<file path="src/rtl/garage_door_sequencer_if.sv">
// Garage door sequencer I/O bundle.
// Groups the sensor/user inputs and the motor/status outputs of the sequencer.
//   Up_max   : upper limit switch, 1 = fully open
//   Dn_max   : lower limit switch, 1 = fully closed
//   Btn_wall : wall push-button level
//   Btn_rem  : remote receiver level
//   Lock     : 1 = remote requests ignored
//   Obstruct : IR beam broken, 1 = obstacle in doorway
//   Up_M     : motor drive up
//   Dn_M     : motor drive down
//   Busy     : 1 in DEADTIME, OPENING, CLOSING
//   Fault    : 1 in FAULT
// Modports:
//   master : environment side (drives sensors/buttons, observes motor and status)
//   slave  : sequencer side (reads sensors/buttons, drives motor and status)
interface garage_door_sequencer_if;
  logic Up_max;
  logic Dn_max;
  logic Btn_wall;
  logic Btn_rem;
  logic Lock;
  logic Obstruct;
  logic Up_M;
  logic Dn_M;
  logic Busy;
  logic Fault;

  modport master (
    output Up_max, Dn_max, Btn_wall, Btn_rem, Lock, Obstruct,
    input  Up_M, Dn_M, Busy, Fault
  );

  modport slave (
    input  Up_max, Dn_max, Btn_wall, Btn_rem, Lock, Obstruct,
    output Up_M, Dn_M, Busy, Fault
  );
endinterface

</file>
<file path="src/rtl/garage_door_sequencer.sv">
// Garage door motor sequencer.
// Arbitrates open/close requests from the wall button and the remote, drives the
// up/down motor outputs with a motor-off dead-time before every start, reverses
// on obstruction while closing and faults on travel timeout or on both limit
// switches reading active at once.
// Ports:
//   CLK  : clock, all state on rising edge
//   RST  : asynchronous active-low reset
//   door : garage_door_sequencer_if.slave (limits, buttons, lock, obstruction in;
//          Up_M, Dn_M, Busy, Fault out; all outputs registered)
// Parameters:
//   DEAD_CYC       : cycles both motor outputs are low before any start (>= 1)
//   TRAVEL_MAX     : max cycles in OPENING/CLOSING before FAULT (>= 2)
//   AUTO_CLOSE_CYC : cycles the door stays OPEN before auto-close
//   CNT_W          : shared counter width
// Configuration macro:
//   AUTO_CLOSE_EN  : when defined, an OPEN door closes by itself after
//                    AUTO_CLOSE_CYC cycles without obstruction or press.
module garage_door_sequencer #(
  parameter int unsigned DEAD_CYC       = 4,
  parameter int unsigned TRAVEL_MAX     = 1000,
  parameter int unsigned AUTO_CLOSE_CYC = 5000,
  parameter int unsigned CNT_W          = 16
) (
  input logic                    CLK,
  input logic                    RST,
  garage_door_sequencer_if.slave door
);

  // Elaboration-time sanity checks on the configuration.
  if (DEAD_CYC < 1) begin : g_bad_dead
    $error("DEAD_CYC must be at least 1");
  end
  if (TRAVEL_MAX < 2) begin : g_bad_travel
    $error("TRAVEL_MAX must be at least 2");
  end
  if ($clog2(DEAD_CYC) > CNT_W || $clog2(TRAVEL_MAX) > CNT_W ||
      $clog2(AUTO_CLOSE_CYC) > CNT_W) begin : g_bad_cnt_w
    $error("CNT_W too narrow for the configured cycle counts");
  end

  localparam logic [CNT_W-1:0] DeadLast   = CNT_W'(DEAD_CYC - 1);
  localparam logic [CNT_W-1:0] TravelLast = CNT_W'(TRAVEL_MAX - 1);
`ifdef AUTO_CLOSE_EN
  localparam logic [CNT_W-1:0] AutoLast   = CNT_W'(AUTO_CLOSE_CYC - 1);
`endif

  typedef enum logic [2:0] {
    StStopped,
    StClosed,
    StOpen,
    StDeadtime,
    StOpening,
    StClosing,
    StFault
  } state_e;

  state_e             state_q, state_d;
  logic [CNT_W-1:0]   cnt_q, cnt_d;
  logic               tgt_up_q, tgt_up_d;   // direction to start after DEADTIME
  logic               dir_up_q, dir_up_d;   // last direction stopped by a press
  logic               btn_wall_q, btn_rem_q;
  logic               up_m_q, dn_m_q, busy_q, fault_q;
  logic               press;
  logic               target_up;
  logic               cnt_clr;

  // Simultaneous edges on both buttons collapse into a single press.
  assign press = (door.Btn_wall & ~btn_wall_q) |
                 (door.Btn_rem & ~btn_rem_q & ~door.Lock);

  always_comb begin
    state_d   = state_q;
    tgt_up_d  = tgt_up_q;
    dir_up_d  = dir_up_q;
    cnt_clr   = 1'b0;
    target_up = door.Dn_max | ((state_q == StStopped) & ~dir_up_q);

    if (door.Up_max && door.Dn_max) begin
      state_d = StFault;
    end else begin
      unique case (state_q)
        StFault: state_d = StFault;

        StStopped, StClosed, StOpen: begin
          // A downward start is refused while the beam is broken.
          if (press && (target_up || !door.Obstruct)) begin
            state_d  = StDeadtime;
            tgt_up_d = target_up;
          end
`ifdef AUTO_CLOSE_EN
          else if (state_q == StOpen) begin
            if (door.Obstruct || press) begin
              cnt_clr = 1'b1;
            end else if (cnt_q == AutoLast) begin
              state_d  = StDeadtime;
              tgt_up_d = 1'b0;
            end
          end
`endif
        end

        StDeadtime: begin
          if (press) begin
            state_d = StStopped;
          end else if (cnt_q == DeadLast) begin
            state_d = tgt_up_q ? StOpening : StClosing;
          end
        end

        StOpening: begin
          if (door.Up_max) begin
            state_d = StOpen;
          end else if (press) begin
            state_d  = StStopped;
            dir_up_d = 1'b1;
          end else if (cnt_q == TravelLast) begin
            state_d = StFault;
          end
        end

        StClosing: begin
          if (door.Dn_max) begin
            state_d = StClosed;
          end else if (door.Obstruct) begin
            // Auto-reverse goes through a fresh dead-time before driving up.
            state_d  = StDeadtime;
            tgt_up_d = 1'b1;
          end else if (press) begin
            state_d  = StStopped;
            dir_up_d = 1'b0;
          end else if (cnt_q == TravelLast) begin
            state_d = StFault;
          end
        end

        default: state_d = StStopped;
      endcase
    end

    if (state_d != state_q || cnt_clr) begin
      cnt_d = '0;
    end else if (&cnt_q) begin
      cnt_d = cnt_q;
    end else begin
      cnt_d = cnt_q + 1'b1;
    end
  end

  // Outputs are decoded from the next state so they register alongside it.
  always_ff @(posedge CLK or negedge RST) begin
    if (!RST) begin
      state_q    <= StStopped;
      cnt_q      <= '0;
      tgt_up_q   <= 1'b0;
      dir_up_q   <= 1'b0;
      btn_wall_q <= 1'b0;
      btn_rem_q  <= 1'b0;
      up_m_q     <= 1'b0;
      dn_m_q     <= 1'b0;
      busy_q     <= 1'b0;
      fault_q    <= 1'b0;
    end else begin
      state_q    <= state_d;
      cnt_q      <= cnt_d;
      tgt_up_q   <= tgt_up_d;
      dir_up_q   <= dir_up_d;
      btn_wall_q <= door.Btn_wall;
      btn_rem_q  <= door.Btn_rem;
      up_m_q     <= (state_d == StOpening);
      dn_m_q     <= (state_d == StClosing);
      busy_q     <= (state_d == StDeadtime) || (state_d == StOpening) ||
                    (state_d == StClosing);
      fault_q    <= (state_d == StFault);
    end
  end

  assign door.Up_M  = up_m_q;
  assign door.Dn_M  = dn_m_q;
  assign door.Busy  = busy_q;
  assign door.Fault = fault_q;

endmodule

</file>
<file path="src/flat_wrapper.sv">
// flat-port wrapper written by rule: the top's interface ports become plain ports
module garage_door_sequencer_flat 
#(
  parameter int unsigned DEAD_CYC       = 4,
  parameter int unsigned TRAVEL_MAX     = 1000,
  parameter int unsigned AUTO_CLOSE_CYC = 5000,
  parameter int unsigned CNT_W          = 16
)
  (CLK, RST, door_Up_max, door_Dn_max, door_Btn_wall, door_Btn_rem, door_Lock, door_Obstruct, door_Up_M, door_Dn_M, door_Busy, door_Fault);
  garage_door_sequencer_if door_i ();
  input logic CLK;
  input logic RST;
  input wire logic [$bits(door_i.Up_max)-1:0] door_Up_max;
  input wire logic [$bits(door_i.Dn_max)-1:0] door_Dn_max;
  input wire logic [$bits(door_i.Btn_wall)-1:0] door_Btn_wall;
  input wire logic [$bits(door_i.Btn_rem)-1:0] door_Btn_rem;
  input wire logic [$bits(door_i.Lock)-1:0] door_Lock;
  input wire logic [$bits(door_i.Obstruct)-1:0] door_Obstruct;
  output wire logic [$bits(door_i.Up_M)-1:0] door_Up_M;
  output wire logic [$bits(door_i.Dn_M)-1:0] door_Dn_M;
  output wire logic [$bits(door_i.Busy)-1:0] door_Busy;
  output wire logic [$bits(door_i.Fault)-1:0] door_Fault;
  assign door_i.Up_max = door_Up_max;
  assign door_i.Dn_max = door_Dn_max;
  assign door_i.Btn_wall = door_Btn_wall;
  assign door_i.Btn_rem = door_Btn_rem;
  assign door_i.Lock = door_Lock;
  assign door_i.Obstruct = door_Obstruct;
  assign door_Up_M = door_i.Up_M;
  assign door_Dn_M = door_i.Dn_M;
  assign door_Busy = door_i.Busy;
  assign door_Fault = door_i.Fault;
  garage_door_sequencer #(.DEAD_CYC(DEAD_CYC), .TRAVEL_MAX(TRAVEL_MAX), .AUTO_CLOSE_CYC(AUTO_CLOSE_CYC), .CNT_W(CNT_W)) u_core (.CLK(CLK), .RST(RST), .door(door_i));
endmodule
</file>
<file path="config.mk">
export PLATFORM = sky130hd
export DESIGN_NAME = garage_door_sequencer_flat
export DESIGN_NICKNAME = d
export VERILOG_FILES = /design/src/rtl/garage_door_sequencer_if.sv /design/src/rtl/garage_door_sequencer.sv /design/src/flat_wrapper.sv
export SDC_FILE = /design/constraint.sdc
export NUM_CORES = 1
export LEC_CHECK = 0
export CORE_ASPECT_RATIO = 0.6
export CORE_MARGIN = 10
export CORE_UTILIZATION = 40
export DETAILED_ROUTE_END_ITERATION = 7
export GPL_ROUTABILITY_DRIVEN = 1
export GPL_TIMING_DRIVEN = 0
export SYNTH_ARGS = -nofsm -noshare
export SYNTH_HDL_FRONTEND = slang
export SYNTH_SLANG_ARGS = --single-unit
</file>
<file path="constraint.sdc">
create_clock -name CLK -period 5.8 [get_ports CLK]
set_clock_uncertainty 0.2 [all_clocks]
set_input_delay 1.16 -clock CLK [delete_from_list [all_inputs] [get_ports CLK]]
set_output_delay 1.16 -clock CLK [all_outputs]
set_load 0.03 [all_outputs]
</file>
After elaboration in Yosys (flattened, before gate mapping)
Cells that the tools add are included.

Add/subtract/negate cells: 1. Equal/unequal tests: 21. Mux-type cells: 23. Bitwise operators: 11. Reduce and logical (&&, ||, !) cells: 13.

Operators with widths (count): 2-to-1 mux 16 bit (2); 2-to-1 mux 3 bit (9); == test 3 bit (second input constant) (6); adder 16 x 1 -> 16 bit (second input constant) (1); == test 16 x 10 -> 1 bit (second input constant) (1); == test 16 x 2 -> 1 bit (second input constant) (1); AND reduction 16 bit (1); one-hot mux 3 bit (5 select lines) (1); == test 3 x 2 -> 1 bit (second input constant) (3); 2-to-1 mux 1 bit (9); inequality test 2 x 1 -> 1 bit (second input constant) (4); inequality test 2 bit (second input constant) (4); AND reduction 7 bit (1); NOT 1 bit (5); AND reduction 5 bit (1); AND 1 bit (4); one-hot mux 1 bit (2 select lines) (2); nonzero test 2 bit (2); == test 3 x 1 -> 1 bit (second input constant) (1); zero test 3 bit (1); logical OR 1 bit (3); inequality test 3 bit (1); OR reduction 3 bit (1); logical AND 1 bit (2); other kinds (2) (3).

Bits in registers: 27. Output and inout port bits: 4.

Longest topological paths before layout
Gate-level depths: netlist (run 1).

Word-level depth: 12. Gate-level depth with buffers: 8.

Worst setup path before layout (run 1)
No wires, ideal clock.

Path kind: input to register. From: in door_Lock. To: reg u_core.cnt_q[9]. Library setup time: 0.070 ns. Arrival time: 2.708 ns. Data required time: 5.530 ns. Setup slack: 2.822 ns. Stages: 7. Path buffers: 1. Path through: or3b_2 > a222oi_1 > a41oi_1 > o22ai_2 > o211ai_4 > buf_6 > nor2_2.

Word-level cells in the longest chain between the ends: 10.

Ends and longest elaborated chain: start, declared (RTL line flat_wrapper.sv:17) `input wire logic [$bits(door_i.Lock)-1:0] door_Lock;`; NOT 1 bit (*) (RTL line garage_door_sequencer.sv:70) `(door.Btn_rem & ~btn_rem_q & ~door.Lock);`; AND 1 bit (*) (RTL line garage_door_sequencer.sv:70); OR 1 bit (*) (RTL line garage_door_sequencer.sv:69) `assign press = (door.Btn_wall & ~btn_wall_q) |`; 2-to-1 mux 3 bit (RTL line garage_door_sequencer.sv:114) `end else if (press) begin`; 2-to-1 mux 3 bit (RTL line garage_door_sequencer.sv:125) `end else if (door.Obstruct) begin`; 2-to-1 mux 3 bit (RTL line garage_door_sequencer.sv:123) `if (door.Dn_max) begin`; one-hot mux 3 bit (5 select lines) (*) (RTL line garage_door_sequencer.sv:82) `unique case (state_q)`; 2-to-1 mux 3 bit (*) (RTL line garage_door_sequencer.sv:79) `if (door.Up_max && door.Dn_max) begin`; inequality test 3 bit (*) (RTL line garage_door_sequencer.sv:141) `if (state_d != state_q || cnt_clr) begin`; inequality test 2 x 1 -> 1 bit (no source line) or 2-to-1 mux 16 bit (tied branches); end signal, assigned (RTL line garage_door_sequencer.sv:165) `cnt_q <= cnt_d;`; end, declared (RTL line garage_door_sequencer.sv:59) `logic [CNT_W-1:0] cnt_q, cnt_d;`.

Every way passes the cells marked *; elsewhere a longest branch is shown, timed or not. A chain may end at the register's enable or synchronous reset.

Worst setup path in the final report (run 1)
From: in door_Btn_rem. To: reg u_core.cnt_q[13].

Word-level cells in the longest chain between the ends: 10.

Ends and longest elaborated chain: start, declared (RTL line flat_wrapper.sv:16) `input wire logic [$bits(door_i.Btn_rem)-1:0] door_Btn_rem;`; AND 1 bit (*) (2 in series) (RTL line garage_door_sequencer.sv:70); OR 1 bit (*) (RTL line garage_door_sequencer.sv:69); 2-to-1 mux 3 bit (RTL line garage_door_sequencer.sv:114); 2-to-1 mux 3 bit (RTL line garage_door_sequencer.sv:125); 2-to-1 mux 3 bit (RTL line garage_door_sequencer.sv:123); one-hot mux 3 bit (5 select lines) (*) (RTL line garage_door_sequencer.sv:82); 2-to-1 mux 3 bit (*) (RTL line garage_door_sequencer.sv:79); inequality test 3 bit (*) (RTL line garage_door_sequencer.sv:141); inequality test 2 x 1 -> 1 bit (no source line) or 2-to-1 mux 16 bit (tied branches).

Marked as above.

==> results of run 1 <==
[kinds of logic (layout without fill, tap and decap cells)]
| logic type | count (synthesis) | after routing |
|---|---|---|
| simple gates | 93 | 93 |
| flops | 27 | 27 |
| buf+inv | 13 | 27 |
| mux | 4 | 4 |
| xor+xnor | 10 | 10 |
| compound gates | 31 | 31 |
| fa+ha+maj | 1 | 1 |
[per-layer routing]
| layer | up-vias | global-route usage | share of wire |
|---|---|---|---|
| li1 | 681 | - | - |
| met1 | 659 | 0.169 | 0.51 |
| met2 | 51 | 0.141 | 0.39 |
| met3 | 4 | 0.0317 | 0.084 |
| met4 | 0 | 0.0231 | 0.010 |
| met5 | - | 0 | 0 |
[worst max path at each step]
| stage | end | slack (ns) |
|---|---|---|
| final | u_core.cnt_q[13] | 2.26 |
| after detailed placement | u_core.cnt_q[13] | 2.02 |
| after global placement | u_core.cnt_q[9] | 2.07 |
| after CTS | u_core.cnt_q[13] | 2.31 |
| after global routing | u_core.cnt_q[13] | 2.20 |
| after floorplan | u_core.cnt_q[9] | 2.82 |
[cells in the mapped netlist, types with 2 or more instances]
cell type  number
nor3b_1         2
clkbuf_1        4
xnor2_1         5
a211oi_1        2
o21a_1          3
inv_1           6
a21oi_1         4
o31ai_1         3
nor3_1          9
mux2i_1         4
o21ai_0         7
a31oi_1         3
nor4_1          4
nand3_1        10
nor2_1         14
and4_1          2
nor2b_1         4
buf_6           2
dfrtp_1        27
nor2_2         10
nand2_1        19
nand4_1         8
xor2_1          5
and3_1          6
[tightest hold or removal path, stage by stage (launching register included)]
cell	delay, ns
dfrtp_1	0.39
inv_1	0.05
mux2i_1	0.06
[stage by stage]
| step | hold WS, ns | total power, mW |
|---|---|---|
| after floorplan | 0.297 | 0.441 |
| after global placement | 0.314 | 0.510 |
| after global routing | 0.379 | 0.674 |
| after detailed placement | 0.322 | 0.521 |
| after CTS | 0.338 | 0.635 |
| final | 0.337 | 0.626 |
[cell type report]
| class | count | area (um^2) |
|---|---|---|
| clock buffers | 3 | 41.3 |
| fillers | 351 | 1950 |
| well taps | 47 | 58.8 |
| repair buffers | 10 | 95.1 |
| inverters | 6 | 22.5 |
| flip-flops and latches | 27 | 676 |
| multi-input cells | 139 | 867 |
| plain buffers | 7 | 42.5 |
| clock inverters | 1 | 7.51 |
[power groups by stage]
stage	Clock [mW]	Combinational, mW	Sequential (mW)
after detailed placement	0	0.268	0.253
after CTS	0.117	0.269	0.249
after floorplan	0	0.183	0.258
after global placement	0	0.259	0.251
after global routing	0.124	0.296	0.255
final	0.112	0.264	0.250
==> summary.md, run 1 <==
| Metric | Value |
|---|---|
| Mean Syn Cell Area | `8.98 um^2` |
| DRC Markers | `0` |
| PD cells | `346 mW/mm^2` |
| Commonest non-fill, non-tap cell in the layout | `dfrtp_1` |
| Worst vdd ir | `171 uV` |
| Sequential share of the synthesized area | `0.420` |
| Setup ws final | `2.26 ns` |
| Leak pwr | `0.748 nW` |
| Worst slew margin | `0.593` |
| GPL Wtd Cong | `0.932` |
| Initial core utilization | `0.427` |
| Final WL | `3830 um` |
| Total I/O pin count | `12` |
| CTS resizes | `0` |
| Synth Area in Adders | `0.00778` |
| Fmax | `0.282 GHz` |
| Hold_buf cts | `0` |
| Worst-path clk slew | `0.10 ns` |
| Clk buf depth | `2` |
| Kind of critical path | `input pin to register` |
| Buffer and inverter count on the worst path | `2` |
| Routed wire per std cell | `16.0 um` |
| Syn. warnings | `0` |
| Worst path required time | `5.81 ns` |
| Starting DRT DRC Count | `151` |
| Die Area | `0.00704 mm^2` |
| Final setup violating endpoints | `0` |
| Nets | `203` |
| DP Worst Slack | `2.02 ns` |
| Crit-path slowest cell | `or3b_2` |
| CTS buffer count | `3` |
| Clock Tree Root | `clkbuf_8` |
| Cells after DPL | `236` |
| # diodes | `0` |
| Largest stage delay, worst path | `0.51 ns` |
| Sequential group share of total power | `0.399` |
| Critical Path, Cell by Cell | `clkdlybuf4s50_1 -> or3b_2 -> a222oi_1 -> a41oi_1 -> o22ai_2 -> o211ai_4 -> buf_6 -> nor2_2` |
| Design area | `0.00181 mm^2` |
| Finished Layout Cells | `240` |
| Worst min path class | `register to register` |
| RSZ-0062 raised after global routing | `no` |
| Compound-gate portion of the synthesized area | `0.143` |
| Grt ovf | `0` |
| Util after Layout | `0.481` |
| DIE WIDTH | `102 um` |
| Post-Syn Nets | `188` |
| DR vias/cell | `5.81` |
| Reg2reg path depth | `8` |
| Tmin final | `3.54 ns` |
| Input/output buffers | `10` |
| Synth Flop Type | `dfrtp_1` |
| Post-synthesis register bit count | `27` |
| Synth Cell Area | `0.00161 mm^2` |
| Largest Register | `u_core.cnt_q` |
| Synth unique cells | `40` |
| Max reg flops | `16` |
| Final hold violation count | `0` |
| Largest net degree at the start of global routing | `28` |
| Setup Fix Bufs, Post-CTS | `0` |
| Post-synth EDFFs | `0` |
| Hold_sp | `u_core.dir_up_q` |
| Most frequent cells in the layout | `dfrtp_1, nand2_1, nor2_1` |
| Largest family of logic cells by synthesized area | `simple AND/OR/NAND/NOR gates` |
| Worst Max-Slew Pin Slew | `0.610 ns` |
| CP Max Fanout | `10` |
| Int Pwr | `0.369 mW` |
| Crit path depth | `8` |
| Worst Path Arrival | `3.56 ns` |
| Switching power total | `0.257 mW` |
| Number of global-route vias before repair | `1,283` |
| Layout cells sized above 1 | `0.124` |
| Worst Setup SP | `door_Btn_rem` |
| Height of the die | `69.1 um` |
| Tot GR Track Use | `0.109` |
| Core area | `0.00376 mm^2` |
| Simple logic cell fraction of the synthesized area | `0.309` |
| Top-area cell type share of the netlist area | `0.420` |
| Post-place instance area | `0.00177 mm^2` |
| R2r setup slk | `3.16 ns` |
| Synth area leader | `dfrtp_1` |
| First-pass GRT wire length | `6420 um` |
| Worst r2r dst | `u_core.cnt_q[13]` |
| Setup crit end kind | `register` |
| Gate count of the mapped netlist | `179` |
| Area Growth Syn to Fin | `12.6%` |
| Hpwl dp | `2910 um` |
| Combinational power share | `0.423` |
| H-Tree Depth | `1` |
| Clock sink total | `27` |
| Post-synthesis xor/xnor area fraction | `0.0545` |
| R2R Path Start | `u_core.cnt_q[0]` |
| Status | `complete, no violations` |
| Largest cells by area after synthesis | `dfrtp_1, nand2_1, nor2_2` |
| Setup Total Neg Slack | `0 ns` |
| Worst Hold Path EP | `u_core.dir_up_q` |
| Critical Path Source Type | `input pin` |
| DRT antenna net count | `0` |
| Sw Share | `0.410` |
| CP top delay family | `compound AO/OA/AOI/OAI gates` |
| Ys async rst share | `1.00` |
| Antenna violations before repair | `0` |
| Via count | `1,395` |
| Largest regs | `u_core.cnt_q: 16 flops, u_core.state_q: 3 flops` |
| Clock power share | `0.178` |
| Max cap viols | `0` |
| Final Slew Violations | `0` |
| Final period util | `0.611` |
| CTS tree | `done` |
| Row cnt | `17` |
| Mux cell area share after synthesis | `0.0249` |
| Hold path depth | `2` |
| Clk_lat worst skew | `0.28 ns` |
| DRT Pass-1 Iters | `4` |
Note: power is estimated with default switching activity, not from simulation.
==> run 2: changes to the inputs <==
clock period = 3.2 ns   (was 5.8 ns; I/O delays follow)
==> results of run 2 <==
Same layout as run 1 (identical final DEF). Status: complete, no violations.
Main changes from that run: setup slack after placement 2.02 ns -> -0.0587 ns; setup slack after layout 2.26 ns -> 0.177 ns; hold slack 0.337 ns -> 0.154 ns; register-to-register setup slack 3.16 ns -> 0.56 ns; total power 0.626 mW -> 1.13 mW; worst IR drop on VDD 171 uV -> 310 uV
==> run 3: changes to the inputs <==
--- a/config.mk
+++ b/config.mk
@@ -9,4 +9,5 @@
 export CORE_MARGIN = 10
 export CORE_UTILIZATION = 40
+export CTS_CLUSTER_DIAMETER = 200
 export DETAILED_ROUTE_END_ITERATION = 7
 export GPL_ROUTABILITY_DRIVEN = 1
==> constraint.sdc (replaced) <==
create_clock -name CLK -period 3.2 [get_ports CLK]
set_clock_uncertainty 0.2 [all_clocks]
set_input_delay 0.96 -clock CLK [delete_from_list [all_inputs] [get_ports CLK]]
set_output_delay 0.96 -clock CLK [all_outputs]
set_load 0.03 [all_outputs]
==> run 3 against run 2 <==
Compared with the run above: fmax fell by 1.3%; critical path depth rose by 1; flip-flop and latch count did not move; sequential share of layout area fell by 1.3 points; non-clock buffer count rose by 3; wire length rose by 3.0%; largest cell class unchanged.
==> summary.md, run 3 (synthesis gave the netlist of run 1 again) <==
| Metric | Value |
|---|---|
| Status | `complete, no violations` |
| DIE WIDTH | `102 um (unchanged)` |
| Met1 usage | `0.170 (+0.00174)` |
| Worst path required time | `3.18 ns` |
| PD cells | `653 mW/mm^2` |
| Largest net degree at the start of global routing | `28 (unchanged)` |
| Max reg flops | `16 (unchanged)` |
| Critical Path, Cell by Cell | `clkdlybuf4s50_1 -> nor2b_1 -> a222oi_1 -> buf_4 -> a41oi_2 -> o22ai_2 -> o211ai_4 -> clkbuf_16 -> nor2_2` |
| Setup Total Neg Slack | `0 ns (unchanged)` |
| CTS tree | `done` |
| Multi-input logic area | `887 um^2 (+2.3%)` |
| Input/output buffers | `10 (unchanged)` |
| Worst vdd ir | `315 uV` |
| First-pass GRT wire length | `6420 um (unchanged)` |
| Row cnt | `17 (unchanged)` |
| Starting DRT DRC Count | `130 (-14%)` |
| Via count | `1,412 (+1.2%)` |
| Clock sink total | `27 (unchanged)` |
| Max cap viols | `0 (unchanged)` |
| H-Tree Depth | `1 (unchanged)` |
| Clk_lat worst skew | `0.28 ns (about the same)` |
| Crit path depth | `9 (+1)` |
| Setup crit end kind | `register` |
| Initial core utilization | `0.427 (unchanged)` |
| Buffer and inverter count on the worst path | `3 (+1)` |
| CP top delay family | `buffers and inverters` |
| M2 GR Usage | `0.140 (-0.000708)` |
| DRT Pass-1 Iters | `4 (unchanged)` |
| Fmax | `0.327 GHz` |
| Sequential cell area | `676 um^2 (unchanged)` |
| Clk buf depth | `2 (unchanged)` |
| Largest stage delay, worst path | `0.56 ns (+0.05 ns)` |
| Final setup violating endpoints | `0 (unchanged)` |
| Tot GR Track Use | `0.109 (unchanged)` |
| Top Usage Layer GRT | `met1` |
| Worst Path Arrival | `3.04 ns` |
| Commonest non-fill, non-tap cell in the layout | `dfrtp_1` |
| Core area | `0.00376 mm^2 (unchanged)` |
| Hpwl dp | `2910 um (unchanged)` |
| Worst slew margin | `0.589 (-0.00440)` |
| Leak pwr | `0.783 nW (+4.8%)` |
| Hold path depth | `2` |
| Met3 usage in global routing | `0.0298 (-0.00198)` |
| Fill cells | `342 (-2.6%)` |
| Reg2reg path depth | `8 (unchanged)` |
| Largest regs | `u_core.cnt_q: 16 flops, u_core.state_q: 3 flops` |
| DR vias/cell | `5.81 (about the same)` |
| DRT antenna net count | `0 (unchanged)` |
| Tmin final | `3.06 ns` |
| Worst-path clk slew | `0.10 ns (about the same)` |
| Clock Tree Root | `clkbuf_8` |
| Worst min path class | `register to register` |
| Die Area | `0.00704 mm^2 (unchanged)` |
| Final Slew Violations | `0 (unchanged)` |
| Most frequent cells in the layout | `dfrtp_1, nand2_1, nor2_1` |
| GPL Wtd Cong | `0.932 (unchanged)` |
| # diodes | `0 (unchanged)` |
| CTS buffer count | `3 (unchanged)` |
| Worst Max-Slew Pin Slew | `0.617 ns (+0.00660 ns)` |
| Final period util | `0.957` |
| Area Growth Syn to Fin | `16.7%` |
| CP Max Fanout | `8 (-2)` |
| Antenna violations before repair | `0 (unchanged)` |
| Total I/O pin count | `12 (unchanged)` |
| DRC Markers | `0 (unchanged)` |
| Routed wire per std cell | `16.2 um (+1.7%)` |
| Height of the die | `69.1 um (unchanged)` |
| Grt ovf | `0 (unchanged)` |
| Final WL | `3940 um (+3.0%)` |
| Overall power | `1.23 mW` |
| Critical Path Source Type | `input pin` |
| Final hold violation count | `0 (unchanged)` |
| Number of global-route vias before repair | `1,276 (-0.55%)` |
| Nets | `206 (+1.5%)` |
| Kind of critical path | `input pin to register` |
| Layout cells sized above 1 | `0.153 (+0.0287)` |
| Crit-path slowest cell | `clkdlybuf4s50_1` |
| Largest Register | `u_core.cnt_q` |
==> run 3: area by class of cell <==
class / count / area share
multi-input cells: 139 / 0.473
flip-flops and latches: 27 / 0.360
repair buffers: 13 / 0.0733
well taps: 47 / 0.0313
plain buffers: 7 / 0.0247
clock buffers: 3 / 0.0220
inverters: 6 / 0.0120
clock inverters: 1 / 0.00400
==> run 3: power by group <==
group	internal (mW)	total (mW)	switching, mW
sequential	0.398	0.453	0.0552
combinational	0.241	0.567	0.326
clock	0.0887	0.205	0.117
==> run 3: final timing paths <==
kind                                    end            start  slack (ns)
hold reg to reg             u_core.dir_up_q  u_core.dir_up_q        0.34
hold / removal              u_core.dir_up_q  u_core.dir_up_q        0.34
max in group asynchronous   u_core.cnt_q[8]              RST        1.91
setup reg to reg            u_core.cnt_q[7]  u_core.cnt_q[0]        0.59
min in group asynchronous  u_core.door.Dn_M              RST        0.47
setup / recovery            u_core.cnt_q[7]    door_Obstruct        0.14
==> run 3: what timing repair did <==
item / in CTS / in global routing
hold buffers: 0 / 0
pin swaps: 2 / 3
gates cloned: 0 / 1
setup endpoints to repair: 11 / 12
setup buffers: 1 / 1
gates resized for setup: 1 / 5
==> run 3: worst reg2reg max path: cells and delay by family, from the launching register on <==
family	cells	cell delay (ns)
AND/OR/NAND/NOR	3	0.57
flip-flops	1	0.41
buffers and inverters	1	0.24
AO/OA/AOI/OAI	3	0.85
adder cells (fa/ha/maj)	1	0.23
==> run 3: per-layer routing <==
layer  vias up  part of all wire  wire length (um)
met5         -                 0                 0
met4         0            0.0074                29
met3         2             0.079               310
met2        58              0.40              1570
met1       666              0.52              2030
li1        686                 -                 -
==> run 3: through the flow <==
step	cells	utilization	setup WS [ns]	cell area, um^2	hold WS [ns]
2_1_floorplan	179	-	0.422	1610	0.297
3_3_place_gp	236	0.469	-0.335	1770	0.314
3_5_place_dp	236	0.469	-0.379	1770	0.322
4_1_cts	241	0.486	0.00631	1830	0.338
5_1_grt	243	0.499	-0.00626	1880	0.379
6_report	243	0.499	0.137	1880	0.335
